## config.mk

```make
export PLATFORM = sky130hd
export DESIGN_NAME = layer_controller
export DESIGN_NICKNAME = d
export VERILOG_FILES = /design/src/rtl/nn_pkg.sv /design/src/rtl/argmax_tracker.sv /design/src/rtl/layer_controller.sv
export SDC_FILE = /design/constraint.sdc
export NUM_CORES = 1
export LEC_CHECK = 0
export ABC_AREA = 1
export CAP_MARGIN = 30
export CORE_MARGIN = 3
export CORE_UTILIZATION = 35
export DETAILED_ROUTE_END_ITERATION = 8
export GPL_TIMING_DRIVEN = 1
export SYNTH_ARGS = -nofsm -noshare
export SYNTH_HDL_FRONTEND = slang
export SYNTH_HIERARCHICAL = 1
export SYNTH_SLANG_ARGS = --single-unit
```

## constraint.sdc

```tcl
create_clock -name clk -period 2.1 [get_ports clk]
set_clock_uncertainty 0.2 [all_clocks]
set_input_delay 0.525 -clock clk [delete_from_list [all_inputs] [get_ports clk]]
set_output_delay 0.525 -clock clk [all_outputs]
set_load 0.01 [all_outputs]
```

## src/rtl/nn_pkg.sv

```systemverilog
// Shared types and defaults for the neural-network layer datapath blocks.
package nn_pkg;

  localparam int DEFAULT_RESOLUTION = 8;

  typedef enum logic [2:0] {
    IDLE,
    LOAD,
    FIRE,
    WAIT,
    STORE,
    DONE
  } layer_state_t;

endpackage

```

## src/rtl/argmax_tracker.sv

```systemverilog
// Running signed maximum and its index across one layer pass.
// Only built when LAYER_CTRL_ARGMAX_EN is defined.
`ifdef LAYER_CTRL_ARGMAX_EN
module argmax_tracker
  import nn_pkg::*;
#(
  parameter int IDX_W      = 4,
  parameter int RESOLUTION = DEFAULT_RESOLUTION
) (
  input  logic                         clk,
  input  logic                         reset,
  input  logic                         clear,
  input  logic                         valid,
  input  logic [IDX_W-1:0]             idx,
  input  logic signed [RESOLUTION-1:0] value,
  output logic [IDX_W-1:0]             best_idx
);

  logic signed [RESOLUTION-1:0] max_q, max_d;
  logic [IDX_W-1:0]             best_q, best_d;

  // Strictly-greater compare keeps the lower index on ties.
  always_comb begin
    max_d  = max_q;
    best_d = best_q;
    if (valid && (clear || (value > max_q))) begin
      max_d  = value;
      best_d = idx;
    end
  end

  always_ff @(posedge clk or negedge reset) begin
    if (!reset) begin
      max_q  <= '0;
      best_q <= '0;
    end else begin
      max_q  <= max_d;
      best_q <= best_d;
    end
  end

  assign best_idx = best_q;

endmodule
`endif

```

## src/rtl/layer_controller.sv

```systemverilog
// Sequences one shared neuron across all outputs of a fully connected layer.
// Define LAYER_CTRL_ARGMAX_EN to build the argmax tracker; otherwise argmax is 0.
module layer_controller
  import nn_pkg::*;
#(
  parameter int NUM_NEURONS    = 10,
  parameter int RESOLUTION     = DEFAULT_RESOLUTION,
  parameter int NEURON_LATENCY = 4,
  parameter int IDX_W          = $clog2(NUM_NEURONS)
) (
  input  logic                              clk,
  input  logic                              reset,
  input  logic                              start,
  output logic                              busy,
  output logic                              done,
  output logic [IDX_W-1:0]                  rom_addr,
  output logic                              neuron_go,
  input  logic signed [RESOLUTION-1:0]      neuron_out,
  output logic [NUM_NEURONS*RESOLUTION-1:0] results,
  output logic [IDX_W-1:0]                  argmax
);

  // state | meaning
  // IDLE  | waiting for start
  // LOAD  | rom_addr presented, synchronous ROM read in flight
  // FIRE  | neuron_go pulse, wait counter cleared
  // WAIT  | neuron computing, count 0..NEURON_LATENCY-1
  // STORE | capture neuron_out into results slot idx
  // DONE  | one-cycle done pulse

  localparam int CNT_W = (NEURON_LATENCY > 1) ? $clog2(NEURON_LATENCY) : 1;

  layer_state_t                      state_q, state_d;
  logic [IDX_W-1:0]                  idx_q, idx_d;
  logic [CNT_W-1:0]                  cnt_q, cnt_d;
  logic [NUM_NEURONS*RESOLUTION-1:0] results_q, results_d;

  always_comb begin
    state_d   = state_q;
    idx_d     = idx_q;
    cnt_d     = cnt_q;
    results_d = results_q;
    case (state_q)
      IDLE: begin
        if (start) begin
          state_d = LOAD;
          idx_d   = '0;
        end
      end
      LOAD:  state_d = FIRE;
      FIRE: begin
        cnt_d   = '0;
        state_d = WAIT;
      end
      WAIT: begin
        if (cnt_q == CNT_W'(NEURON_LATENCY - 1)) state_d = STORE;
        else                                     cnt_d   = cnt_q + CNT_W'(1);
      end
      STORE: begin
        results_d[int'(idx_q)*RESOLUTION +: RESOLUTION] = neuron_out;
        // Last-index check precedes the increment so idx never wraps.
        if (idx_q == IDX_W'(NUM_NEURONS - 1)) begin
          state_d = DONE;
        end else begin
          idx_d   = idx_q + IDX_W'(1);
          state_d = LOAD;
        end
      end
      DONE:    state_d = IDLE;
      default: state_d = IDLE;
    endcase
  end

  always_ff @(posedge clk or negedge reset) begin
    if (!reset) begin
      state_q   <= IDLE;
      idx_q     <= '0;
      cnt_q     <= '0;
      results_q <= '0;
    end else begin
      state_q   <= state_d;
      idx_q     <= idx_d;
      cnt_q     <= cnt_d;
      results_q <= results_d;
    end
  end

  assign busy      = (state_q != IDLE);
  assign done      = (state_q == DONE);
  assign neuron_go = (state_q == FIRE);
  assign rom_addr  = idx_q;
  assign results   = results_q;

`ifdef LAYER_CTRL_ARGMAX_EN
  // Neuron 0 seeds the running maximum on every pass.
  argmax_tracker #(
    .IDX_W      (IDX_W),
    .RESOLUTION (RESOLUTION)
  ) u_argmax (
    .clk      (clk),
    .reset    (reset),
    .clear    (idx_q == '0),
    .valid    (state_q == STORE),
    .idx      (idx_q),
    .value    (neuron_out),
    .best_idx (argmax)
  );
`else
  assign argmax = '0;
`endif

endmodule

```

==> results.md, run 1 <==
* Hold Path Class: reg -> reg
* Tot Pwr at 3.61 mW
* Starting DRC count in detailed routing at 218
* Multi-input logic area at 0.00213 mm2
* Synth top cells by count: nand2_1, dfrtp_1, nor2_1
* Avg Cell Area, Syn at 7.84 um2
* Async SR Flop Fraction at 1.00
* Die height at 120 um
* Die area at 0.0144 mm2
* Sequential area share after synthesis at 0.491
* Number of remaining DRC errors at 0
* Worst setup path startpoint: rom_addr[0]$_DFFE_PN0P_
* Initial antenna violation count at 0
* Worst-path clk slew at 0.06 ns
* DP Area at 0.00589 mm2
* Crit. End Element: flop
* Syn Inst Count at 578
* Vias/cell at 4.66
* GRT met2 Usage at 0.294
* RSZ-0062 raised after global routing: yes
* Row Count at 40
* Top FF cell, synth: dfrtp_1
* Type of origin of the critical path: flop
* First drt pass iteration count at 4
* CTS Root Cell: clkbuf_16
* GRT Util Overall at 0.175
* Final Setup Violations at 0
* Post-route ant nets at 0
* Crit Path Class: reg -> reg
* R2r worst-path depth at 8
* Port bufs at 97
* Met3 usage at 0.0462
* H-tree levels at 3
* Layout cells sized above 1 at 0.170
* Detailed Route WL at 12400 um
* Layout overhead on the synthesized area at 38.8%
* Layout fillers at 1199
* Core area at 0.0123 mm2
* Netlist cell types at 28
* Most frequent cell after synthesis: nand2_1
* Vias in the first global route at 4015
* Period utilization at 0.983
* CTS buffer count at 9
* Ant diodes at 0
* Largest net degree at the start of global routing at 41
* CP Data Required Time at 2.13 ns
* Die width at 120 um
* Max Fclk at 484 MHz
* Register bit total from synthesis at 89
* Worst endpoint data arrival time at 2.09 ns
* Starting Density at 0.368
* Met1 usage at 0.225
* Critical R2R Capture: results[10]$_DFFE_PN0P_
* Worst Hold End: results[77]$_DFFE_PN0P_
* Placed wire-length estimate at 9440 um
* Proportion of netlist area held by the largest area contributor at 0.491
* Reg2reg start: rom_addr[0]$_DFFE_PN0P_
* EDFF count, synth at 0
* Area contributors post-synth: dfrtp_1, nand2_1, nand3_1, o21ai_2, nor2_1
* Fin. Hold Viols at 0
* Outcome: complete, no violations
* Max cap viols at 0
* Vias at 4076
* Placer congestion estimate at 0.892
* Worst hold stages at 2
* Worst Min Path Start: results[77]$_DFFE_PN0P_
* Pwr Density at 574 mW/mm2
* Max Slew Vio Count at 0
* Synth warn at 6
* Fin area at 0.00629 mm2
* Max VDD drop at 0.337 mV
* DR WL/cell at 14.2 um
* Register area at 0.00223 mm2
* Global route hottest layer: met2
* Total grt overflow at 0
* Area leader, netlist: dfrtp_1
* Leak pwr at 2.88 nW
* Max Buffers Root-to-Sink at 2
* Clk_lat worst skew at 0.34 ns
* Clock sinks at 89
* CTS tree: built
* Nets at 720
* R2r setup slk at 0.04 ns
* Crit path time final at 2.06 ns
* Final Core Density at 0.511
* First-pass GRT wire length at 20200 um
* Critical path peak fanout at 16
* Post-Syn Area at 0.00453 mm2
* Io pins at 102
* WHS at 0.271 ns
==> final cells by class <==
type                            count  share of cell area
Sequential cell                    89               0.354
Multi-Input combinational cell    428               0.339
Timing Repair Buffer              132               0.203
Clock buffer                       11              0.0402
Tap cell                          168              0.0334
Inverter                           44              0.0276
Clock inverter                      3             0.00278
==> flip-flops by register name (all words and copies together) (netlist names) <==
register / flops
results: 80
rom_addr: 4
state_q: 3
cnt_q: 2
==> metal layers <==
| metal | up-vias | wire [um] |
|---|---|---|
| met5 | - | 0 |
| met4 | 0 | 146 |
| met3 | 12 | 625 |
| met2 | 93 | 6050 |
| met1 | 1912 | 5630 |
| li1 | 2059 | - |
==> report_power, final <==
group	switching [mW]	leakage, nW	internal (mW)
registers	0.0345	0.958	1.77
clock network	0.644	0.133	0.849
logic	0.155	1.79	0.159
total	0.834	2.88	2.78
==> cell usage in the layout (no fill, tap or decap), drive strengths merged <==
master	n
nand3	58
dlygate4sd3	1
clkbuf	11
dfrtp	89
conb	4
dlygate4sd2	7
a21oi	7
nor3	8
o21ai	38
nand2	228
ha	5
o22ai	1
clkinvlp	1
clkdlybuf4s50	89
nor2	77
clkinv	4
xor2	1
buf	35
inv	42
nand4	1
==> worst max path at each step <==
stage                         endpoint  slack [ns]  cells past startpoint
6_report       results[10]$_DFFE_PN0P_        0.04                      8
3_5_place_dp   results[41]$_DFFE_PN0P_        0.02                      7
2_1_floorplan  results[74]$_DFFE_PN0P_     -0.0005                     10
5_1_grt         results[9]$_DFFE_PN0P_       -0.07                      8
4_1_cts        results[31]$_DFFE_PN0P_       -0.02                      7
3_3_place_gp   results[40]$_DFFE_PN0P_        0.04                      7
==> what timing repair did <==
item / 4_1_cts / 5_1_grt
pin swaps: 1 / 8
hold buffers: 1 / 0
endpoints found under the setup margin: 50 / 81
buffers inserted: 0 / 4
endpoints found under the hold margin: 23 / 0
resized for setup: 14 / 14
==> logic make-up after synthesis <==
group / synth area share
AND/OR/NAND/NOR: 0.345
buffers and inverters: 0.0690
other: 0.000827
adder cells (fa/ha/maj): 0.0138
flip-flops: 0.491
AO/OA/AOI/OAI: 0.0784
XOR/XNOR: 0.00193
==> metrics by stage <==
step | setup TNS [ns] | setup slack, ns | instances
2_1_floorplan | -0.000977 | -0.000488 | 581
3_3_place_gp | 0 | 0.0416 | 856
3_5_place_dp | 0 | 0.0187 | 856
4_1_cts | -0.0216 | -0.0216 | 871
5_1_grt | -1.30 | -0.0731 | 875
6_report | 0 | 0.0351 | 875
==> critical path, cell delays in order, from the launching register on <==
cell and delay [ns]:
dfrtp_2 0.43, nor3_2 0.30, ha_4 0.23, nand3_4 0.11, nor2_4 0.21, buf_4 0.16
nand2_4 0.14, nand2_1 0.13, o21ai_2 0.05
Power figures use the tool's default switching activity.
==> run 2, diff against run 1 <==
--- a/config.mk
+++ b/config.mk
@@ -11,6 +11,7 @@
 export CORE_UTILIZATION = 35
 export DETAILED_ROUTE_END_ITERATION = 8
 export GPL_TIMING_DRIVEN = 1
+export HOLD_SLACK_MARGIN = 0.1
 export SYNTH_ARGS = -nofsm -noshare
 export SYNTH_HDL_FRONTEND = slang
 export SYNTH_HIERARCHICAL = 1
==> results of run 2 <==
No change in the layout: final DEF, timing and power equal those of run 1.
